File: config.mk
export PLATFORM = sky130hd
export DESIGN_NAME = uart_tx_fifo
export DESIGN_NICKNAME = d
export VERILOG_FILES = /design/src/rtl/uart_tx_fifo.sv
export SDC_FILE = /design/constraint.sdc
export NUM_CORES = 1
export LEC_CHECK = 0
export ABC_CLOCK_PERIOD_IN_PS = 9600
export CAP_MARGIN = 20
export CORE_MARGIN = 2
export CORE_UTILIZATION = 30
export DETAILED_ROUTE_END_ITERATION = 16
export HOLD_SLACK_MARGIN = 0.1
export SLEW_MARGIN = 20
export SYNTH_ARGS = -nofsm -noshare
export SYNTH_HDL_FRONTEND = slang
export SYNTH_SLANG_ARGS = --single-unit
File: constraint.sdc
create_clock -name txclk -period 9.6 [get_ports txclk]
set_clock_uncertainty 0.15 [all_clocks]
set_input_delay 1.92 -clock txclk [delete_from_list [all_inputs] [get_ports txclk]]
set_output_delay 1.92 -clock txclk [all_outputs]
set_load 0.05 [all_outputs]
File: src/rtl/uart_tx_fifo.sv
// UART transmitter with a small word FIFO in front of it.
// One 8-bit frame at a time: start, 8 data bits LSB first, optional parity, 1 or 2 stop bits.
module uart_tx_fifo #(
    parameter int CLK_DIV    = 16,
    parameter int PARITY_EN  = 0,
    parameter int PARITY_ODD = 0,
    parameter int STOP_BITS  = 1,
    parameter int FIFO_DEPTH = 4
) (
    input  logic       txclk,
    input  logic       reset_n,
    input  logic [7:0] tx_data,
    input  logic       tx_valid,
    output logic       tx_ready,
    output logic       tx_out,
    output logic       tx_busy,
    output logic       tx_empty,
    output logic [4:0] fifo_count,
    output logic [2:0] state_dbg
);

    localparam int         AW         = (FIFO_DEPTH > 1) ? $clog2(FIFO_DEPTH) : 1;
    localparam logic [15:0] BIT_RELOAD = 16'(CLK_DIV - 1);
    localparam logic [4:0]  DEPTH_C    = 5'(FIFO_DEPTH);
    localparam logic [2:0]  STOP_LAST  = 3'(STOP_BITS - 1);
    localparam logic        PAR_EN_C   = (PARITY_EN != 0);
    localparam logic        ODD_C      = (PARITY_ODD != 0);

    localparam logic [2:0] S_IDLE   = 3'd0;
    localparam logic [2:0] S_START  = 3'd1;
    localparam logic [2:0] S_DATA   = 3'd2;
    localparam logic [2:0] S_PARITY = 3'd3;
    localparam logic [2:0] S_STOP   = 3'd4;

    logic [7:0]    mem_q [FIFO_DEPTH];
    logic [AW-1:0] wr_ptr_q, wr_ptr_d;
    logic [AW-1:0] rd_ptr_q, rd_ptr_d;
    logic [4:0]    count_q, count_d;

    logic [2:0]  state_q, state_d;
    logic [15:0] timer_q, timer_d;
    logic [2:0]  bit_cnt_q, bit_cnt_d;
    logic [7:0]  shift_q, shift_d;
    logic        parity_q, parity_d;
    logic        tx_out_q, tx_out_d;

    logic       push;
    logic       pop;
    logic       start_frame;
    logic       bit_done;
    logic       fifo_nonempty;
    logic [7:0] head_word;

    // Ready depends only on the stored count, so a same-cycle pop never opens a full FIFO.
    assign tx_ready      = (count_q < DEPTH_C);
    assign push          = tx_valid && tx_ready;
    assign fifo_nonempty = (count_q != 5'd0);
    assign head_word     = mem_q[rd_ptr_q];
    assign bit_done      = (timer_q == 16'd0);

    always_comb begin
        wr_ptr_d = wr_ptr_q;
        rd_ptr_d = rd_ptr_q;
        count_d  = count_q;
        if (push) begin
            wr_ptr_d = wr_ptr_q + AW'(1);
        end
        if (pop) begin
            rd_ptr_d = rd_ptr_q + AW'(1);
        end
        case ({push, pop})
            2'b10:   count_d = count_q + 5'd1;
            2'b01:   count_d = count_q - 5'd1;
            default: count_d = count_q;
        endcase
    end

    always_comb begin
        state_d     = state_q;
        timer_d     = timer_q;
        bit_cnt_d   = bit_cnt_q;
        shift_d     = shift_q;
        parity_d    = parity_q;
        tx_out_d    = tx_out_q;
        start_frame = 1'b0;
        pop         = 1'b0;

        case (state_q)
            S_IDLE: begin
                tx_out_d = 1'b1;
                if (fifo_nonempty) begin
                    start_frame = 1'b1;
                end
            end
            S_START: begin
                if (bit_done) begin
                    state_d   = S_DATA;
                    tx_out_d  = shift_q[0];
                    bit_cnt_d = 3'd0;
                    timer_d   = BIT_RELOAD;
                end else begin
                    timer_d = timer_q - 16'd1;
                end
            end
            S_DATA: begin
                if (bit_done) begin
                    timer_d = BIT_RELOAD;
                    if (bit_cnt_q == 3'd7) begin
                        bit_cnt_d = 3'd0;
                        if (PAR_EN_C) begin
                            state_d  = S_PARITY;
                            tx_out_d = parity_q;
                        end else begin
                            state_d  = S_STOP;
                            tx_out_d = 1'b1;
                        end
                    end else begin
                        bit_cnt_d = bit_cnt_q + 3'd1;
                        shift_d   = {1'b0, shift_q[7:1]};
                        tx_out_d  = shift_q[1];
                    end
                end else begin
                    timer_d = timer_q - 16'd1;
                end
            end
            S_PARITY: begin
                if (bit_done) begin
                    state_d   = S_STOP;
                    tx_out_d  = 1'b1;
                    bit_cnt_d = 3'd0;
                    timer_d   = BIT_RELOAD;
                end else begin
                    timer_d = timer_q - 16'd1;
                end
            end
            S_STOP: begin
                tx_out_d = 1'b1;
                if (bit_done) begin
                    if (bit_cnt_q == STOP_LAST) begin
                        bit_cnt_d = 3'd0;
                        if (fifo_nonempty) begin
                            start_frame = 1'b1;
                        end else begin
                            state_d = S_IDLE;
                            timer_d = 16'd0;
                        end
                    end else begin
                        bit_cnt_d = bit_cnt_q + 3'd1;
                        timer_d   = BIT_RELOAD;
                    end
                end else begin
                    timer_d = timer_q - 16'd1;
                end
            end
            default: begin
                state_d  = S_IDLE;
                tx_out_d = 1'b1;
                timer_d  = 16'd0;
            end
        endcase

        // Shared by IDLE and the end of STOP so back-to-back frames have no idle gap.
        if (start_frame) begin
            pop       = 1'b1;
            shift_d   = head_word;
            parity_d  = (^head_word) ^ ODD_C;
            state_d   = S_START;
            tx_out_d  = 1'b0;
            timer_d   = BIT_RELOAD;
            bit_cnt_d = 3'd0;
        end
    end

    always_ff @(posedge txclk) begin
        if (push) begin
            mem_q[wr_ptr_q] <= tx_data;
        end
    end

    always_ff @(posedge txclk or negedge reset_n) begin
        if (!reset_n) begin
            wr_ptr_q  <= '0;
            rd_ptr_q  <= '0;
            count_q   <= 5'd0;
            state_q   <= S_IDLE;
            timer_q   <= 16'd0;
            bit_cnt_q <= 3'd0;
            shift_q   <= 8'd0;
            parity_q  <= 1'b0;
            tx_out_q  <= 1'b1;
        end else begin
            wr_ptr_q  <= wr_ptr_d;
            rd_ptr_q  <= rd_ptr_d;
            count_q   <= count_d;
            state_q   <= state_d;
            timer_q   <= timer_d;
            bit_cnt_q <= bit_cnt_d;
            shift_q   <= shift_d;
            parity_q  <= parity_d;
            tx_out_q  <= tx_out_d;
        end
    end

    assign tx_out     = tx_out_q;
    assign tx_busy    = (state_q != S_IDLE);
    assign tx_empty   = (count_q == 5'd0) && !tx_busy;
    assign fifo_count = count_q;
    assign state_dbg  = state_q;

endmodule
==> results of run 1 <==
-- layout by cell type, fill, tap and decap left out, types with 9 or more instances in the layout --
master,instances
inv_1,15
xor2_1,15
ha_1,12
clkdlybuf4s50_1,21
a21oi_1,12
nor2_1,34
dfrtp_1,39
nand3_1,10
nand2_1,13
clkbuf_16,9
nor3_1,9
edfxtp_1,32
-- power by group through the flow --
stage / clock [mW] / sequential (mW) / combinational [mW]
global placement: 0 / 0.517 / 0.519
global route: 0.381 / 0.527 / 0.582
floorplan: 0 / 0.527 / 0.399
CTS: 0.365 / 0.514 / 0.529
finish: 0.359 / 0.511 / 0.529
detailed placement: 0 / 0.519 / 0.525
-- per-layer routing --
| metal | vias to the layer above | part of all wire [%] | GRT usage (%) |
|---|---|---|---|
| met1 | 1159 | 46 | 13.9 |
| met5 | - | 0 | 0 |
| met3 | 9 | 4.3 | 2.96 |
| met4 | 0 | 1.9 | 5.37 |
| li1 | 1136 | - | - |
| met2 | 53 | 48 | 17.1 |
-- worst register-to-register path, stage by stage (launching register included) --
cell and delay (ns):
dfrtp_1 0.43, or3_4 0.44, a2111oi_0 0.77, a21oi_4 0.34
inv_1 0.20, ha_1 0.39, xor2_1 0.19, ha_1 0.21
a21boi_0 0.18, o221ai_1 0.17, a21o_1 0.20, a21oi_1 0.16
xor2_1 0.16
-- state kept, by name, summed over array words and instances (netlist names) --
name / cells
rd_ptr_q: 2
tx_out: 1
bit_cnt_q: 3
timer_q: 16
wr_ptr_q: 2
mem_q: 32
shift_q: 8
fifo_count: 5
state_dbg: 3
-- logic make-up (layout without fill, tap and decap cells) --
| kind of cell | Yosys count | after routing |
|---|---|---|
| XOR/XNOR | 21 | 21 |
| adder cells (fa/ha/maj) | 12 | 12 |
| AO/OA/AOI/OAI | 50 | 50 |
| AND/OR/NAND/NOR | 99 | 99 |
| buffers and inverters | 29 | 54 |
| flip-flops | 72 | 72 |
| multiplexers | 18 | 18 |
-- final timing paths --
kind,to,cells after the start
max,tx_empty,5
max reg2reg,fifo_count[4],12
min in group asynchronous,fifo_count[2],1
min reg2reg,tx_out,2
max in group asynchronous,bit_cnt_q[1],1
min,tx_out,2
-- cell type report --
type                    instances  area [um2]  area share (%)
repair buffers                 22         215            5.03
well taps                     147         184            4.30
multi-input cells             200        1540            35.9
inverters                      16        60.1            1.40
flip-flops and latches         72        1960            45.9
clock inverters                 6        92.6            2.16
clock buffers                  10         229            5.35
-- per-stage QoR --
step                util (%)  instance area, um2  cells  hold WS [ns]
floorplan                  -                3640    301         0.326
global placement        33.1                3940    457         0.325
detailed placement      33.1                3940    457         0.325
CTS                     35.8                4270    473         0.333
global route            35.9                4280    473         0.371
finish                  35.9                4280    473         0.329
==> flow_summary.yaml, run 1 <==
power:
  power_mw: 1.40
  powerDensity_nw_per_um2: 327
  seq_power_share_pct: 36.5
  clkPwrFrac_pct: 25.7
  p_leak_nw: 1.66
  peakVddDrop_mv: 0.133
  switching_power_uw: 533
  combPwrFrac_pct: 37.8
  switching_share_pct: 38.1
  p_int_uw: 865
logic_synthesis:
  synth_mux_area_share_pct: 7.77
  synth_top_family_by_area: "simple AND/OR/NAND/NOR gates"
  synth_edf_count: 32
  synth_top_cells_by_count: "dfrtp_1, nor2_1, edfxtp_1"
  synth_compound_area_share_pct: 9.52
  synthMostInstantiatedCell: "dfrtp_1"
  synthTopCellsByArea: "dfrtp_1, edfxtp_1, mux4_2"
  synth_top_area_share_pct: 26.8
  netlist_area_um2: 3640
  synth_area_per_cell_um2: 12.1
  synthXorXnorAreaFrac_pct: 5.05
  synthCells: 301
  synth-seq-area-share_pct: 53.9
  synth_cell_type_count: 64
  ys.flop_type: "dfrtp_1"
  async_flop_share_pct: 55.6
  ys_ff_latch: 72
  yosysTopAreaCell: "dfrtp_1"
  synthesis.nets: 324
  synth-simple-area-share_pct: 15.2
  synthAdderAreaFrac_pct: 4.13
  synth_warnings: 0
grt:
  grt_pass1_wl_um: 11000
  grt_usage_pct: 10.9
  overflow: 0
  antenna_found_initial: 0
  grt_max_degree: 41
  first_global_vias: 2228
routing:
  ant_nets: 0
  route.vias.total: 2357
  drt_iter0_drc: 122
  via_per_inst: 4.98
  first_pass_iters: 4
  drc: 0
  totalWireLength_um: 6740
  wire_per_inst_um: 14.3
clock_tree:
  cts-resized-gates: 0
  clock_sinks: 72
  worst_skew_pair.late_latency_ns: 0.34
  htree_num_levels: 3
  clk_path_buf_depth: 2
  cts_hold_buf: 0
  clockRootBuffer: "clkbuf_16"
  cts_tree: "built"
  post-cts-setup-buffers: 0
  cts_buffers: 9
  clk_pin_slew_worst_paths_ns: 0.06
placed_design:
  pre_cts_ws_ns: 5.04
  dp_hpwl_um: 4740
  port_buffers: 22
  place_congestion: 0.837
worst_setup_path:
  cpMaxStageDelayCell: "clkdlybuf4s50_1"
  r2r_start: "timer_q[13]"
  cp-end-kind: "output port"
  cpLargestDelayFamily: "buffers and inverters"
  crit_chain: "or3_4, inv_2, nand3_1, inv_1, clkdlybuf4s50_1"
  ff2ff_setup_slack_ns: 5.54
  crit_fanout: 12
  worst_ep_required_time_ns: 7.53
  crit_type: "register to output port"
  slowest_delay_ns: 0.84
  cp.arrival_ns: 2.66
  cp-startpoint: "fifo_count[2]"
  critPathBufInv: 3
  start_kind: "register"
timing:
  fmax_mhz: 212
  slew-limit-headroom_pct: 29.3
  hold_viol: 0
  final-setup-viol-count: 0
  grt_setup_unrepaired: "false"
  setup_tns_ns: 0
  worst_pin_slew_ns: 1.06
  final_max_slew_viol_count: 0
  period_minus_slack_ns: 4.73
  period_share_pct: 49.2
  fin_ws_ns: 4.87
die:
  start_util_pct: 30.6
  num_rows: 40
  core_area_um2: 11900
  die_y_um: 114
  ios: 23
  dieArea_um2: 13000
  die_w_um: 114
worst_hold_path:
  holdCritStartpoint: "tx_out"
  min_path_type: "register to register"
layout:
  nets: 344
  fillers: 1157
  syn_to_final_growth_pct: 17.6
  antenna_cells: 0
  drive_above_1_share_pct: 14.4
run_status:
  status: "completed"
run:
  drv_cap: 0
Power figures use the tool's default switching activity.
==> run 2, diff against run 1 <==
Settings changed: ABC_CLOCK_PERIOD_IN_PS 9600 to 4200.
Clock period 9.6 ns to 4.2 ns, I/O delays scaled along.
==> run 2 against run 1 <==
  * Hold slack got worse by 0.0020 ns
  * Register-to-register slack lost 4.8 ns
  * Via count shrank 0.93%
  * Clock power is 92% higher
  * Combinational power grew 130%
  * Die area unchanged
  * Critical endpoint unchanged
  * Highest routed layer unchanged
==> flow_summary.yaml, run 2 (synthesis results as in run 1) <==
layout:
  final_common_cell: "dfrtp_1"
  fillers: 1179
  nets: 347
  multi_input_area_um2: 1530
  largest_reg_flops: 32
  reg_top3: "mem_q: 32 flops, timer_q: 16 flops, shift_q: 8 flops"
  final_cell_mix: "dfrtp_1, nor2_1, edfxtp_1, clkdlybuf4s50_1"
  fin_area_um2: 4250
  antenna_cells: 0
  syn_to_final_growth_pct: 16.7
  regArea_um2: 1960
  top_register: "mem_q"
  drive_above_1_share_pct: 15.5
die:
  die_w_um: 114
  core_area_um2: 11900
  ios: 23
  num_rows: 40
  dieArea_um2: 13000
  start_util_pct: 30.6
  die_y_um: 114
worst_setup_path:
  slowest_delay_ns: 0.84
  crit_type: "register to output port"
  crit_fanout: 12
  cp-end-kind: "output port"
  cpMaxStageDelayCell: "clkdlybuf4s50_1"
  cp.arrival_ns: 2.65
  start_kind: "register"
  worst_ep_required_time_ns: 3.21
  crit_chain: "or3_4, inv_2, nand3_1, inv_1, clkdlybuf4s50_1"
power:
  p_int_mw: 1.86
  switching_share_pct: 39.4
  combPwrFrac_pct: 39.3
  seq_power_share_pct: 38.2
  p_leak_nw: 1.65
  clkPwrFrac_pct: 22.5
  powerDensity_nw_per_um2: 724
  switching_power_mw: 1.21
  peakVddDrop_mv: 0.246
grt:
  grt_use_met3_pct: 3.12
  grt_use_met2_pct: 17.8
  overflow: 0
  grt_max_degree: 41
  first_global_vias: 2297
  gr-usage-met1_pct: 14.2
  grt_usage_pct: 11.1
  antenna_found_initial: 0
  grt.busiest_layer: "met2"
  grt_pass1_wl_um: 11300
timing:
  period_minus_slack_ns: 3.64
  fmax_mhz: 274
  final_max_slew_viol_count: 0
  slew-limit-headroom_pct: 40.9
  period_share_pct: 86.8
  worst_pin_slew_ns: 0.886
  setup_tns_ns: 0
  hold_viol: 0
  grt_setup_unrepaired: "false"
  final-setup-viol-count: 0
clock_tree:
  clk_path_buf_depth: 2
  cts_tree: "built"
  cts_hold_buf: 0
  post-cts-setup-buffers: 0
  cts-resized-gates: 0
  cts_buffers: 9
  worst_skew_pair.late_latency_ns: 0.34
  htree_num_levels: 3
  clockRootBuffer: "clkbuf_16"
  clk_pin_slew_worst_paths_ns: 0.05
  clock_sinks: 72
routing:
  wire_per_inst_um: 14.2
  first_pass_iters: 4
  ant_nets: 0
  route.vias.total: 2335
  via_per_inst: 4.91
  drt_iter0_drc: 130
  drc: 0
  totalWireLength_um: 6740
run:
  drv_cap: 0
placed_design:
  place_congestion: 0.788
  port_buffers: 22
  dp_hpwl_um: 4770
  dpl_cell_area_um2: 3970
run_status:
  status: "completed"
worst_hold_path:
  min_path_type: "register to register"
[run 2: layer usage]
metal	part of all wire, %	up-vias	wire (um)
met1	46	1134	3080
met5	0	-	0
met3	4.1	10	278
met4	1.7	0	117
met2	48	48	3260
li1	-	1143	-
[run 2: cell type report]
cell class | count | share of cell area (%)
inverters | 16 | 1.41
repair buffers | 25 | 5.60
flip-flops and latches | 72 | 46.2
multi-input cells | 200 | 36.0
well taps | 147 | 4.33
clock buffers | 10 | 5.39
clock inverters | 6 | 1.09
[run 2: worst paths after layout]
| kind | from | end | slack [ns] | cells after the start |
|---|---|---|---|---|
| worst min-delay path | tx_out | tx_out | 0.33 | 2 |
| max in group asynchronous | reset_n | state_dbg[0] | 2.86 | 1 |
| worst max-delay path | fifo_count[2] | tx_empty | 0.56 | 5 |
| worst max register to register | state_dbg[2] | fifo_count[4] | 0.73 | 13 |
| min in group asynchronous | reset_n | wr_ptr_q[0] | 0.48 | 1 |
| worst min register to register | tx_out | tx_out | 0.33 | 2 |
[run 2: power by group through the flow]
stage / clock network (mW) / logic, mW / registers [mW]
global placement: 0 / 1.20 / 1.18
finish: 0.691 / 1.21 / 1.18
detailed placement: 0 / 1.21 / 1.19
CTS: 0.713 / 1.22 / 1.18
global route: 0.744 / 1.33 / 1.22
floorplan: 0 / 0.912 / 1.20
[run 2: through the flow]
stage	instances	utilization (%)	hold WS, ns	setup slack (ns)	power, mW
final	476	35.7	0.327	0.556	3.08
after global routing	476	35.7	0.352	0.412	3.29
after CTS	476	35.6	0.329	0.538	3.11
after detailed placement	460	33.3	0.321	0.745	2.41
after global placement	460	33.3	0.327	0.764	2.38
after floorplan	301	-	0.326	0.560	2.12
[run 2: critical path, delay by kind of cell (launching register included)]
| kind | cells | cell delay [ns] |
|---|---|---|
| AND/OR/NAND/NOR | 2 | 0.60 |
| flip-flops | 1 | 0.46 |
| buffers and inverters | 3 | 1.27 |
==> run 3, diff against run 2 <==
Settings changed: CORE_MARGIN 2 to default.
==> run 3 against run 2 <==
  * The flow now finishes with violations (design-rule violations)
  * Critical path type unchanged
  * Total power up 0.85%
  * Setup slack worse by 0.018 ns
  * Final area up 0.18%
  * Critical path depth unchanged
  * Sequential share of layout area down 0.082 points
  * Non-clock buffer count up 1
==> flow_summary.yaml, run 3 (synthesis results as in run 1) <==
run_status:
  status: "complete, but fails checks"
  violations: "design-rule violations"
timing:
  hold_viol: 0
  worst_pin_slew_ns: 0.932
  period_share_pct: 87.2
  fmax_mhz: 273
  final-setup-viol-count: 0
  period_minus_slack_ns: 3.66
  fin_ws_ns: 0.538
  setup_tns_ns: 0
  grt_setup_unrepaired: "false"
  slew-limit-headroom_pct: 37.9
  final_max_slew_viol_count: 0
routing:
  via_per_inst: 5.01
  drc: 1
  ant_nets: 0
  route.vias.total: 2368
  first_pass_iters: 10
  totalWireLength_um: 6910
  wire_per_inst_um: 14.6
  drt_iter0_drc: 129
worst_setup_path:
  cpLargestDelayFamily: "buffers and inverters"
  cp-startpoint: "fifo_count[2]"
  crit_fanout: 12
  ff2ff_setup_slack_ns: 0.70
  critPathBufInv: 3
  crit_chain: "or3_4, inv_2, nand3_1, inv_1, clkdlybuf4s50_1"
  crit_end: "tx_empty"
  worst_ep_required_time_ns: 3.21
  crit_cells: 5
  r2r_start: "state_dbg[0]"
  cp-end-kind: "output port"
  slowest_delay_ns: 0.84
  start_kind: "register"
  crit_type: "register to output port"
  rr_endpoint: "fifo_count[4]"
  reg2regPathDepth: 13
  cp.arrival_ns: 2.67
  cpMaxStageDelayCell: "clkdlybuf4s50_1"
run:
  drv_cap: 0
die:
  die_w_um: 112
  start_util_pct: 31.3
  die_y_um: 112
  ios: 23
  num_rows: 39
  dieArea_um2: 12600
  core_area_um2: 11600
clock_tree:
  worst_skew_pair.late_latency_ns: 0.34
  clockRootBuffer: "clkbuf_16"
  post-cts-setup-buffers: 0
  htree_num_levels: 3
  cts_hold_buf: 0
  cts_tree: "built"
  cts_buffers: 9
  clk_pin_slew_worst_paths_ns: 0.06
  clock_sinks: 72
  clk_path_buf_depth: 2
  cts-resized-gates: 0
placed_design:
  port_buffers: 22
  dp_hpwl_um: 4710
  pre_cts_ws_ns: 0.683
  place_congestion: 0.833
layout:
  drive_above_1_share_pct: 15.8
  final_cell_mix: "dfrtp_1, nor2_1, edfxtp_1, clkdlybuf4s50_1"
  top_register: "mem_q"
  antenna_cells: 0
  reg_top3: "mem_q: 32 flops, timer_q: 16 flops, shift_q: 8 flops"
  nets: 348
  largest_reg_flops: 32
  final_common_cell: "dfrtp_1"
  syn_to_final_growth_pct: 16.9
grt:
  overflow: 0
  grt_max_degree: 41
  grt_pass1_wl_um: 11900
  first_global_vias: 2392
  grt_usage_pct: 12.2
  antenna_found_initial: 0
power:
  powerDensity_nw_per_um2: 729
  p_leak_nw: 1.65
  peakVddDrop_mv: 0.424
worst_hold_path:
  min_path_type: "register to register"
## run 3: cell types whose count changed in the layout (fill, tap and decap cells not counted), sizes merged
cell,change
buf,+1
clkinvlp,+1
clkbuf,-1
clkinv,-1
inv,+1
## run 3: area by class of cell
type	instances	area (um2)
Multi-Input combinational cell	200	1530
Clock inverter	7	55.1
Clock buffer	9	225
Timing Repair Buffer	26	245
Tap cell	143	179
Sequential cell	72	1960
Inverter	16	60.1
Fill cell	1132	7360
## run 3: worst min path at each step
stage                            start      endpoint  slack, ns  cells after the start
final                           tx_out        tx_out       0.34                      2
after global routing            tx_out        tx_out       0.37                      2
after CTS                       tx_out        tx_out       0.34                      2
after detailed placement        tx_out        tx_out       0.33                      2
after global placement          tx_out        tx_out       0.34                      2
after floorplan           bit_cnt_q[1]  bit_cnt_q[1]       0.33                      1
## run 3: stage by stage
stage	area [um2]	total power, mW	hold WS, ns	utilization, %	std cells
floorplan	3640	2.12	0.326	-	301
global placement	3970	2.38	0.339	34.2	457
detailed placement	3970	2.40	0.330	34.2	457
CTS	4250	3.13	0.338	36.6	473
global route	4260	3.32	0.375	36.6	473
finish	4260	3.10	0.336	36.6	473
## run 3: worst reg2reg max path: cells and delay by family (launching register included)
family / cells / cell delay, ns
compound gates: 6 / 1.04
xor+xnor: 2 / 0.35
fa+ha+maj: 2 / 0.58
buf+inv: 2 / 0.30
flops: 1 / 0.51
simple gates: 1 / 0.50
## run 3: power by group
| group | switching [mW] | total, mW | internal, mW |
|---|---|---|---|
| registers | 0.234 | 1.18 | 0.942 |
| logic | 0.695 | 1.22 | 0.522 |
| clock network | 0.306 | 0.710 | 0.404 |
| total | 1.23 | 3.10 | 1.87 |
## run 3: layer usage
layer	routed length, um	vias up	global-route usage, %
met5	0	-	0
met4	122	0	6.22
met3	262	8	2.21
met2	3180	61	18.7
met1	3340	1154	16.5
li1	-	1145	-
